### src/rtl/ccu_snoop_fanout.sv
// ccu_snoop_fanout
//   Takes one snoop request from the CCU and sends it to every snooped master.
//   It then collects one snoop response from each master and returns their
//   bitwise OR to the CCU. If any master reports DataTransfer, the data burst
//   of the lowest such master goes to the CCU, and the bursts of all other
//   data-carrying masters are drained and discarded.
//
// Ports
//   clk_i, rst_i                  clock, asynchronous active-high reset
//   ac_valid_i/ac_ready_o         snoop request handshake from the CCU
//   ac_addr_i/ac_snoop_i/ac_prot_i snoop request payload
//   cr_valid_o/cr_ready_i         merged response handshake, cr_resp_o payload
//   cd_valid_o/cd_ready_i         forwarded data handshake, cd_data_o/cd_last_o
//   mst_ac_*                      per-master request valid/ready, shared payload
//   mst_cr_*                      per-master response valid/ready/resp (5 bits each)
//   mst_cd_*                      per-master data valid/ready/data/last
module ccu_snoop_fanout #(
    parameter int NoMstPorts = 4,
    parameter int AddrWidth  = 64,
    parameter int DataWidth  = 64
) (
    input  logic                            clk_i,
    input  logic                            rst_i,
    input  logic                            ac_valid_i,
    output logic                            ac_ready_o,
    input  logic [AddrWidth-1:0]            ac_addr_i,
    input  logic [3:0]                      ac_snoop_i,
    input  logic [2:0]                      ac_prot_i,
    output logic                            cr_valid_o,
    input  logic                            cr_ready_i,
    output logic [4:0]                      cr_resp_o,
    output logic                            cd_valid_o,
    input  logic                            cd_ready_i,
    output logic [DataWidth-1:0]            cd_data_o,
    output logic                            cd_last_o,
    output logic [NoMstPorts-1:0]           mst_ac_valid_o,
    input  logic [NoMstPorts-1:0]           mst_ac_ready_i,
    output logic [AddrWidth-1:0]            mst_ac_addr_o,
    output logic [3:0]                      mst_ac_snoop_o,
    output logic [2:0]                      mst_ac_prot_o,
    input  logic [NoMstPorts-1:0]           mst_cr_valid_i,
    output logic [NoMstPorts-1:0]           mst_cr_ready_o,
    input  logic [5*NoMstPorts-1:0]         mst_cr_resp_i,
    input  logic [NoMstPorts-1:0]           mst_cd_valid_i,
    output logic [NoMstPorts-1:0]           mst_cd_ready_o,
    input  logic [DataWidth*NoMstPorts-1:0] mst_cd_data_i,
    input  logic [NoMstPorts-1:0]           mst_cd_last_i
);

    localparam int SelW = (NoMstPorts > 1) ? $clog2(NoMstPorts) : 1;

    typedef enum logic [2:0] {
        IDLE,
        AC_BCAST,
        CR_COLLECT,
        CR_OUT,
        CD_FWD
    } state_t;

    state_t                  state_q, state_d;
    logic [NoMstPorts-1:0]   ac_pend_q, ac_pend_d;
    logic [NoMstPorts-1:0]   cr_got_q, cr_got_d;
    logic [NoMstPorts-1:0]   cd_done_q, cd_done_d;
    logic [4:0]              resp_q [NoMstPorts];
    logic [AddrWidth-1:0]    addr_q;
    logic [3:0]              snoop_q;
    logic [2:0]              prot_q;

    logic                    ac_hs;
    logic [NoMstPorts-1:0]   cr_take;
    logic [NoMstPorts-1:0]   dmask;
    logic [SelW-1:0]         sel;
    logic [4:0]              resp_or;

    assign mst_ac_addr_o  = addr_q;
    assign mst_ac_snoop_o = snoop_q;
    assign mst_ac_prot_o  = prot_q;

    // Decode of the stored responses. Scanning from the top down leaves sel at
    // the lowest port that carries data.
    always_comb begin
        dmask   = '0;
        sel     = '0;
        resp_or = '0;
        for (int i = NoMstPorts - 1; i >= 0; i--) begin
            resp_or  = resp_or | resp_q[i];
            dmask[i] = resp_q[i][0];
            if (resp_q[i][0]) begin
                sel = SelW'(i);
            end
        end
    end

    // NOTE: every output and next-state variable gets a default value first.
    // This way no path through the case statement can leave one unassigned
    // and infer a latch.
    always_comb begin
        state_d        = state_q;
        ac_pend_d      = ac_pend_q;
        cr_got_d       = cr_got_q;
        cd_done_d      = cd_done_q;
        ac_hs          = 1'b0;
        cr_take        = '0;
        ac_ready_o     = 1'b0;
        cr_valid_o     = 1'b0;
        cr_resp_o      = '0;
        cd_valid_o     = 1'b0;
        cd_data_o      = '0;
        cd_last_o      = 1'b0;
        mst_ac_valid_o = '0;
        mst_cr_ready_o = '0;
        mst_cd_ready_o = '0;

        unique case (state_q)
            IDLE: begin
                // While reset is held the state is already IDLE. Gating with
                // rst_i keeps the request port closed until reset is released.
                ac_ready_o = ~rst_i;
                if (ac_valid_i && !rst_i) begin
                    ac_hs     = 1'b1;
                    ac_pend_d = '1;
                    cr_got_d  = '0;
                    cd_done_d = '0;
                    state_d   = AC_BCAST;
                end
            end

            AC_BCAST: begin
                mst_ac_valid_o = ac_pend_q;
                ac_pend_d      = ac_pend_q & ~mst_ac_ready_i;
                if (ac_pend_d == '0) begin
                    state_d = CR_COLLECT;
                end
            end

            CR_COLLECT: begin
                mst_cr_ready_o = ~cr_got_q;
                cr_take        = mst_cr_valid_i & ~cr_got_q;
                cr_got_d       = cr_got_q | cr_take;
                if (&cr_got_d) begin
                    state_d = CR_OUT;
                end
            end

            CR_OUT: begin
                cr_valid_o = 1'b1;
                cr_resp_o  = resp_or;
                if (cr_ready_i) begin
                    state_d = (dmask != '0) ? CD_FWD : IDLE;
                end
            end

            CD_FWD: begin
                for (int i = 0; i < NoMstPorts; i++) begin
                    if (SelW'(i) == sel) begin
                        // The selected port is coupled to the CCU data channel
                        // until its last beat has been handshaken.
                        cd_valid_o = mst_cd_valid_i[i] & ~cd_done_q[i];
                        cd_last_o  = mst_cd_last_i[i] & ~cd_done_q[i];
                        cd_data_o  = mst_cd_data_i[i*DataWidth +: DataWidth];
                        if (dmask[i] && !cd_done_q[i]) begin
                            mst_cd_ready_o[i] = cd_ready_i;
                        end
                    end else if (dmask[i] && !cd_done_q[i]) begin
                        // The other data-carrying ports are drained: their
                        // beats are accepted and discarded.
                        mst_cd_ready_o[i] = 1'b1;
                    end
                end
                cd_done_d = cd_done_q | (mst_cd_valid_i & mst_cd_ready_o & mst_cd_last_i);
                if ((cd_done_d & dmask) == dmask) begin
                    state_d = IDLE;
                end
            end

            default: state_d = IDLE;
        endcase
    end

    // NOTE: sequential state uses non-blocking assignments only. All registers
    // then update together on the edge, whatever the order of the statements.
    always_ff @(posedge clk_i or posedge rst_i) begin
        if (rst_i) begin
            state_q   <= IDLE;
            ac_pend_q <= '0;
            cr_got_q  <= '0;
            cd_done_q <= '0;
            addr_q    <= '0;
            snoop_q   <= '0;
            prot_q    <= '0;
            // NOTE: the response store is reset, not left as bare storage.
            // dmask and sel are decoded from it, so stale contents after an
            // aborted transaction would otherwise leak into control.
            for (int i = 0; i < NoMstPorts; i++) begin
                resp_q[i] <= '0;
            end
        end else begin
            state_q   <= state_d;
            ac_pend_q <= ac_pend_d;
            cr_got_q  <= cr_got_d;
            cd_done_q <= cd_done_d;
            if (ac_hs) begin
                addr_q  <= ac_addr_i;
                snoop_q <= ac_snoop_i;
                prot_q  <= ac_prot_i;
            end
            for (int i = 0; i < NoMstPorts; i++) begin
                if (cr_take[i]) begin
                    resp_q[i] <= mst_cr_resp_i[5*i +: 5];
                end
            end
        end
    end

endmodule

### config.mk
export PLATFORM = sky130hd
export DESIGN_NAME = ccu_snoop_fanout
export DESIGN_NICKNAME = d
export VERILOG_FILES = /design/src/rtl/ccu_snoop_fanout.sv
export SDC_FILE = /design/constraint.sdc
export NUM_CORES = 1
export LEC_CHECK = 0
export CAP_MARGIN = 25
export CORE_AREA = 2 2 205 207
export CTS_CLUSTER_DIAMETER = 60
export DETAILED_ROUTE_END_ITERATION = 8
export DIE_AREA = 0 0 207 209
export GPL_ROUTABILITY_DRIVEN = 0
export PLACE_DENSITY_LB_ADDON = 0.1
export SYNTH_ARGS = -nofsm -noshare
export SYNTH_HDL_FRONTEND = slang
export SYNTH_SLANG_ARGS = --single-unit
### constraint.sdc
create_clock -name clk_i -period 9.69 [get_ports clk_i]
set_input_delay 0.969 -clock clk_i [delete_from_list [all_inputs] [get_ports clk_i]]
set_output_delay 0.969 -clock clk_i [all_outputs]
set_load 0.01 [all_outputs]
-- Yosys cells after proc, flatten, opt, wreduce, memory -nomap -nowiden
Index checks and enable logic that the tools add are counted.
- input bits: 368
- flip-flop bits (word level): 106
- equality and inequality tests: 13
- multiplexer cells: 56
- reductions and logical operators: 22
- bitwise logic cells: 25
- operator list (operator ; count):
    two-way mux 64 bit ; 5
    two-way mux 1 bit ; 30
    two-way mux 4 bit ; 6
    case mux 4 bit (2 select lines) ; 3
    AND 4 bit ; 5
    two-way mux 3 bit ; 6
    OR 5 bit ; 3
    case mux 3 bit (5 select lines) ; 1
    inequality test 2 bit, second input constant ; 5
    AND 1 bit ; 8
    two-way mux 2 bit ; 4
    NOT 4 bit ; 2
    OR 4 bit ; 2
    == test 3 x 2 -> 1 bit, second input constant ; 2
    AND reduction 2 bit ; 3
    nonzero test 2 bit ; 3
    logical AND 1 bit ; 5
    zero test 1 bit ; 5
    two-way mux 5 bit ; 1
    NOT 1 bit ; 5
    AND reduction 5 bit ; 1
    == test 2 bit, first input constant ; 2
    == test 4 bit ; 1
    zero test 4 bit ; 1
    other kinds (7) ; 7

-- Logic depth before layout (Yosys ltp)
Gate-level depths: netlist (run 1).
- depth after elaboration: 14
- gate-level depth with buffers: 7
- depth with buffers taken out: 4

-- Worst setup path before layout (run 1)
No wires, ideal clock.
- kind: input port to flip-flop
- start: input port rst_i
- end: register state_q[0]
- arrival time: 3647 ps
- setup time: 94 ps
- required time: 9596 ps
- cell stages on the path: 3
- path slack: 5949 ps
- buffers on the path: 0
- cell sequence: inv_1 > a31oi_1 > o221ai_1
- word-level cells in the longest chain between the ends: 4
- ends and longest elaborated chain (element ; line ; text):
    start, declared ; 23 ; input logic rst_i,
    zero test 1 bit (no source line) ; n/a ;
    logical AND 1 bit ; 119 ; if (ac_valid_i && !rst_i) begin
    inequality test 2 bit (no source line) ; n/a ;
    AND reduction 5 bit (no source line) ; n/a ;
    end signal, assigned ; 198 ; state_q <= state_d;
    end, declared ; 60 ; state_t state_q, state_d;
No other way between the ends.
A chain may end at the register's enable or synchronous reset.

-- Worst setup path after layout (run 1)
- start: register resp_q, in the netlist dmask[1]
- end: output port cd_data_o[31]
- word-level cells in the longest chain between the ends: 8
- elaborated cells between the ends (all ways): 11
- ends and longest elaborated chain (element ; line ; text):
    start, declared ; 64 ; logic [4:0] resp_q [NoMstPorts];
    start signal, assigned by index ; 209 ; resp_q[i] <= mst_cr_resp_i[5*i +: 5];
    two-way mux 2 bit * (2 in series) ; 88 ; if (resp_q[i][0]) begin
    zero test 2 bit ; 155 ; if (SelW'(i) == sel) begin
    two-way mux 64 bit (3 in series) ; 155 ;
    two-way mux 64 bit * ; 155 ;
    two-way mux 64 bit * ; 114 ; unique case (state_q)
    end, declared ; 34 ; output logic [DataWidth-1:0] cd_data_o,
Every way passes the cells marked *; elsewhere a longest branch is shown, timed or not.

==> results of run 1 <==
[power groups by stage]
stage	Clock [mW]	Sequential (mW)	Combinational (mW)
after global placement	0	0.805	1.57
after floorplan	0	0.824	0.773
after CTS	0.463	0.805	1.57
after global routing	0.479	0.833	1.69
final	0.444	0.803	1.54
after detailed placement	0	0.805	1.57
[layer usage]
metal	up-vias	wire [um]
met1	3594	14500
met3	27	2850
met2	320	17800
met5	-	11
met4	2	468
li1	3649	-
[critical path: stages (launching register included)]
cell	delay, ns
dfrtp_1	0.55
nor3_2	0.29
and2_2	0.17
buf_4	0.62
a221oi_1	0.10
a21oi_1	0.28
clkdlybuf4s50_1	0.59
[area by class of cell]
| type | count | area (um2) | share of cell area, % |
|---|---|---|---|
| inverter | 6 | 25.0 | 0.203 |
| clock buffer | 12 | 256 | 2.08 |
| tap | 539 | 674 | 5.48 |
| antenna | 2 | 5.00 | 0.0407 |
| timing repair buffer | 532 | 5300 | 43.1 |
| clock inverter | 4 | 97.6 | 0.793 |
| sequential | 106 | 2650 | 21.6 |
| multi-input combinational | 597 | 3290 | 26.7 |
[final timing paths]
check	end	slack, ns
min in group asynchronous	state_q[1]	1.11
worst max-delay path	cd_data_o[31]	5.71
worst min-delay path	mst_ac_addr_o[59]	0.47
max in group asynchronous	mst_ac_addr_o[18]	7.27
worst max register to register	mst_ac_addr_o[2]	7.50
worst min register to register	mst_ac_addr_o[59]	0.47
[layout by cell type (no fill, tap or decap), types with 2 or more instances in the layout]
cell type / count
o21ai_1: 13
and3_1: 2
clkdlybuf4s50_1: 523
dfrtp_1: 106
clkbuf_16: 9
nor3b_2: 3
diode_2: 2
nand2_2: 2
mux2_4: 20
nor4_1: 4
and2_1: 4
inv_1: 4
bufinv_16: 3
clkbuf_8: 2
nor2_4: 4
a21oi_1: 77
o211ai_1: 2
nand3b_1: 2
nand2b_1: 3
buf_4: 9
nand2_1: 281
nand2_4: 4
nor2b_1: 8
a311oi_1: 2
and2_2: 2
nor2_1: 19
a221oi_1: 64
o21ai_0: 54
o22ai_1: 2
a31oi_1: 5
[cells by family (layout without fill, tap and decap cells)]
logic type / count (synthesis) / in the layout / synth area share [%]
flops: 106 / 106 / 42.6
compound gates: 226 / 226 / 22.8
other cells: 0 / 2 / 0
mux: 20 / 20 / 4.83
buf+inv: 68 / 554 / 5.11
simple gates: 351 / 351 / 24.7
[sequential cells by signal, summed over array words and instances, names as in the netlist]
register and flops:
cr_got_q 4, mst_ac_prot_o 3, resp_q 16, mst_ac_addr_o 64, mst_ac_snoop_o 4, dmask 4, ac_pend_q 4, state_q 3
cd_done_q 4
==> impl_results.md, run 1 <==
- # port buffers: between 500 and 600
- Starting Density: approximately 15%
- Core box area: just over 40000 um2
- Hold Crit Class: reg2reg
- Initial antenna violation count: 3
- Share of cells above drive strength 1: approximately 5.4%
- Clk_skew: slightly below 0.007 ns
- Fin crit share: approximately 41%
- DR pass1 iterations: 5
- Setup Buffers After CTS: 0
- Async S/R FF share, synth: 100%
- Number of synthesized flops with an enable pin: 0
- Placed inst area: roughly 12000 um2
- Met2 Track Usage GR: roughly 27%
- Switching pwr: roughly 1.1 mW
- Post-synth cell types: 46
- Cell Area, Synth: about 6200 um2
- Rows: 75
- Avg Cell Area, Syn: 8.07 um2
- Slew Limit Fails: 0
- Starting DRT DRC Count: 430
- Syn Inst Count: ~770
- Static leakage: 4.91 nW
- Clk_lat worst skew: approximately 0.36 ns
- Max Fanout on Critical Path: between 60 and 70
- # H-tree levels: 3
- Final setup fails: 0
- Max VDD drop: ~150 uV
- Area grow syn2layout: 97.8%
- Inst Count DP: roughly 1800
- Logic pwr share: a little under three fifths
- Clock sink count: around 110
- Largest net degree at the start of global routing: between 80 and 90
- Tmin final: 3.98 ns
- Clk slew on worst S/H paths: about 0.08 ns
- Vias: between 7000 and 8000
- Seq/Total Area, Yosys: between 40% and 50%
- PostCTS Resize Cnt: 0
- CTS tree: built
- Critical Path Source Type: register
- Root Buffer: clkbuf_16
- Worst Tran Pin Value: about 0.95 ns
- Most used flip-flop cell after synthesis: dfrtp_1
- Hold Slack: 0.472 ns
- Worst setup margin: between 5 and 6 ns
- First-pass GRT wire length: roughly 53000 um
- Die width: just over 200 um
- Nets: between 1500 and 2000
- Hold Path Depth: 2
- Pre-CTS setup slack: just under 6 ns
- Max clock buf depth: 2
- Tot GR Track Use: 15.9%
- Max Fclk: 0.251 GHz
- Post-route insts no fill: 1798
- Top cells by instance count after synthesis: nand2_1, dfrtp_1, a21oi_1
- Ports: about 520
- Internal: 1.69 mW
- Yosys reg bits: 106
- CP required: slightly below 9 ns
- Crit Path Class: reg2out
- GRT overflow: 0
- Max Cap Viol: 0
- Final hold violation count: 0
- Clock power frac: 15.9%
- Most frequent cell after synthesis: nand2_1
- Synth warn: 0
- Worst R2R Path Depth: 5
- Via/cell ratio: 4.22
- ANT nets after route: 0
- Inserted Clock Buffers: 9
- Synth area leader: dfrtp_1
- Tot Pwr: 2.79 mW
- Arr. time, crit path: between 3 and 4 ns
- Flop pwr share: between 20% and 30%
- Hold Path Origin: mst_ac_addr_o[59]
- RSZ-0062 raised after global routing: false
- Sw Ratio: 39.5%
- PD cells: between 200 and 250 nW/um2
- CP endpoint kind: output port
- Vias in the first global route: slightly below 8000
- Die Y: between 200 and 250 um
- Share of the synthesized area in the top cell type: a little over two fifths
- Hold Buf Count CTS: 0
- Met3 GRT Util: 5.11%
- GRT met1 Usage: a little under a fifth
- Crit path from: dmask[1]
- Setup TNS: 0 ns
- Die ar.: 43300 um2
- Routed len/inst: 19.9 um
- Run status: completed
- Most Crowded Layer GR: met2
- Mapped Nets: ~1100
- Fillers: between 4000 and 5000
- Critical R2R Launch: state_q[2]
- Final Core Density: 29.8%
- DRC: 0
- Hpwl dp: roughly 26000 um
- Rel. slew slack: ~37%
- Final WL: roughly 36000 um
- Design Area, Final: ~12000 um2
- Main area contributors after synthesis: dfrtp_1, nand2_1, a221oi_1
No activity file was read; power rests on OpenSTA's default activity.
==> run 2: changes to the inputs <==
--- a/config.mk
+++ b/config.mk
@@ -6,10 +6,10 @@
 export NUM_CORES = 1
 export LEC_CHECK = 0
 export CAP_MARGIN = 25
-export CORE_AREA = 2 2 205 207
+export CORE_AREA = 2 2 203 205
 export CTS_CLUSTER_DIAMETER = 60
 export DETAILED_ROUTE_END_ITERATION = 8
-export DIE_AREA = 0 0 207 209
+export DIE_AREA = 0 0 205 207
 export GPL_ROUTABILITY_DRIVEN = 0
 export PLACE_DENSITY_LB_ADDON = 0.1
 export SYNTH_ARGS = -nofsm -noshare
==> constraint.sdc (replaced) <==
create_clock -name clk_i -period 3.61 [get_ports clk_i]
set_input_delay 0.361 -clock clk_i [delete_from_list [all_inputs] [get_ports clk_i]]
set_output_delay 0.361 -clock clk_i [all_outputs]
set_load 0.01 [all_outputs]
==> impl_results.md, run 2 (synthesis gave the netlist of run 1 again) <==
- Run status: completed
- Max Fclk: 0.302 GHz
- Initial antenna violation count: 6 (+3)
- Setup TNS: 0 ns (unchanged)
- RSZ-0062 raised after global routing: false
- Critical Path Source Type: register
- Worst path slowest cell: clkdlybuf4s50_1
- Tot GR Track Use: 16.2% (+0.26 points)
- Final hold violation count: 0 (unchanged)
- Inserted Clock Buffers: 9 (unchanged)
- Vias: 7588 (-0.053%)
- Fin crit share: 91.7%
- Fillers: 4407 (-1.5%)
- Ports: 524 (unchanged)
- # H-tree levels: 3 (unchanged)
- CP required: 3.25 ns (-5.47 ns)
- Rows: 74 (-1.3%)
- Most common cell after layout, fill and taps aside: clkdlybuf4s50_1
- Area grow syn2layout: 98.2%
- CTS tree: built
- Tot Pwr: 7.32 mW (+160%)
- Final WL: 35900 um (+0.60%)
- CP delay by family, top: buffers and inverters
- Seq. cell area: 2650 um2 (unchanged)
- Clk_lat worst skew: 0.35 ns (about the same)
- Die ar.: 42400 um2 (-1.9%)
- Leading cell types in the layout, fill and taps excluded: clkdlybuf4s50_1, nand2_1, dfrtp_1, a21oi_1, a221oi_1
- Starting Density: 15.4% (+0.34 points)
- DR pass1 iterations: 4 (-1)
- Core box area: 40400 um2 (-2.2%)
- Clk slew on worst S/H paths: 0.07 ns (about the same)
- Die width: 205 um (-0.97%)
- Largest net degree at the start of global routing: 80 (-3.6%)
- Via/cell ratio: 4.23 (+0.17%)
- Max Cap Viol: 0 (unchanged)
- Area of the multi-input gates: 3290 um2 (unchanged)
- Hpwl dp: 27300 um (+3.2%)
- Arr. time, crit path: 2.95 ns (-0.06 ns)
- Hold Crit Class: in2async
- Sequence of cells on the critical path: nor3_2 > and2_2 > buf_12 > a221oi_1 > a21oi_1 > clkdlybuf4s50_1
- Slew Limit Fails: 0 (unchanged)
- ANT nets after route: 0 (unchanged)
- # port buffers: 523 (unchanged)
- Static leakage: 4.92 nW (about the same)
- Die Y: 207 um (-0.96%)
- Rel. slew slack: 44.1% (+7.2 points)
- Nets: 1623 (+0.19%)
- GRT overflow: 0 (unchanged)
- Max Fanout on Critical Path: 43 (-35%)
- DRC: 0 (unchanged)
- Worst Tran Pin Value: 0.839 ns (-0.107 ns)
- Tmin final: ~3.3 ns
- Starting DRT DRC Count: 391 (-9.1%)
- Clk_skew: 0.00645 ns (-0.000463 ns)
- PD cells: 594 nW/um2 (+160%)
- Share of cells above drive strength 1: 5.48% (+0.075 points)
- Slowest cell delay on critical path: 0.63 ns (about the same)
- Largest register FFs: 64 (unchanged)
- Setup Buffers After CTS: 0 (unchanged)
- Final setup fails: 0 (unchanged)
- Max VDD drop: 328 uV (+120%)
- Root Buffer: clkbuf_16
- Hold Buf Count CTS: 0 (unchanged)
- First-pass GRT wire length: 52000 um (-1.3%)
- Worst Path Buf+Inv: 2 (unchanged)
- Crit Path Class: reg2out
- Max clock buf depth: 2 (unchanged)
- Vias in the first global route: 7847 (-0.77%)
- CP endpoint kind: output port
- Clock sink count: 106 (unchanged)
- PostCTS Resize Cnt: 0 (unchanged)
- Routed len/inst: 20.0 um (+0.82%)
==> run 2: changes by cell type in the layout (fill, tap and decap cells not counted), sizes merged <==
cell / previous run / this run
buf: 9 / 12
clkbuf: 12 / 11
bufinv: 3 / 0
diode: 2 / 4
clkinv: 0 / 2
==> run 2: area by class of cell <==
class / instances / share of cell area, %
well taps: 532 / 5.40
clock inverters: 3 / 0.142
diodes: 4 / 0.0812
clock buffers: 11 / 1.97
flip-flops and latches: 106 / 21.5
repair buffers: 535 / 44.0
multi-input cells: 597 / 26.7
inverters: 6 / 0.203
==> run 2: worst register-to-register path, cell delays in order (launching register included) <==
cell and delay, ns:
dfrtp_1 0.51, nor4_4 0.39, and2_2 0.28, buf_12 0.31, nand2_1 0.22, nand2_1 0.07
==> run 2: worst paths after layout <==
kind / startpoint / end / slack (ns) / depth (start not counted)
worst min register to register: mst_ac_addr_o[21] / mst_ac_addr_o[21] / 0.47 / 2
min in group clk_i: mst_ac_addr_o[21] / mst_ac_addr_o[21] / 0.47 / 2
max in group asynchronous: rst_i / mst_ac_addr_o[39] / 2.32 / 3
worst min-delay path: rst_i / ac_pend_q[2] / 0.47 / 2
worst max register to register: state_q[1] / mst_ac_addr_o[35] / 1.77 / 5
worst max-delay path: dmask[1] / cd_data_o[62] / 0.30 / 6
==> run 2: per-stage QoR <==
| stage | util, % | cell area [um2] | hold slack (ns) | std cells | setup slack, ns |
|---|---|---|---|---|---|
| global placement | 29.9 | 12100 | 0.456 | 1776 | 0.726 |
| finish | 30.5 | 12300 | 0.467 | 1794 | 0.299 |
| detailed placement | 29.9 | 12100 | 0.461 | 1776 | 0.700 |
| CTS | 30.5 | 12300 | 0.468 | 1790 | 0.300 |
| global route | 30.5 | 12300 | 0.499 | 1794 | 0.139 |
| floorplan | - | 6220 | 0.446 | 771 | 0.441 |
==> run 2: power breakdown <==
part           switching (mW)  internal [mW]  total, mW
combinational            2.08           2.16       4.24
clock                   0.446          0.478      0.924
sequential              0.423           1.73       2.16
total                    2.95           4.37       7.32
==> run 2: metal layers <==
metal	global-route usage, %	vias to the layer above	part of all wire, %
li1	-	3655	-
met1	19.0	3593	40
met2	28.4	320	50
met3	5.27	16	9.2
met4	3.92	4	0.75
met5	0	-	0.089
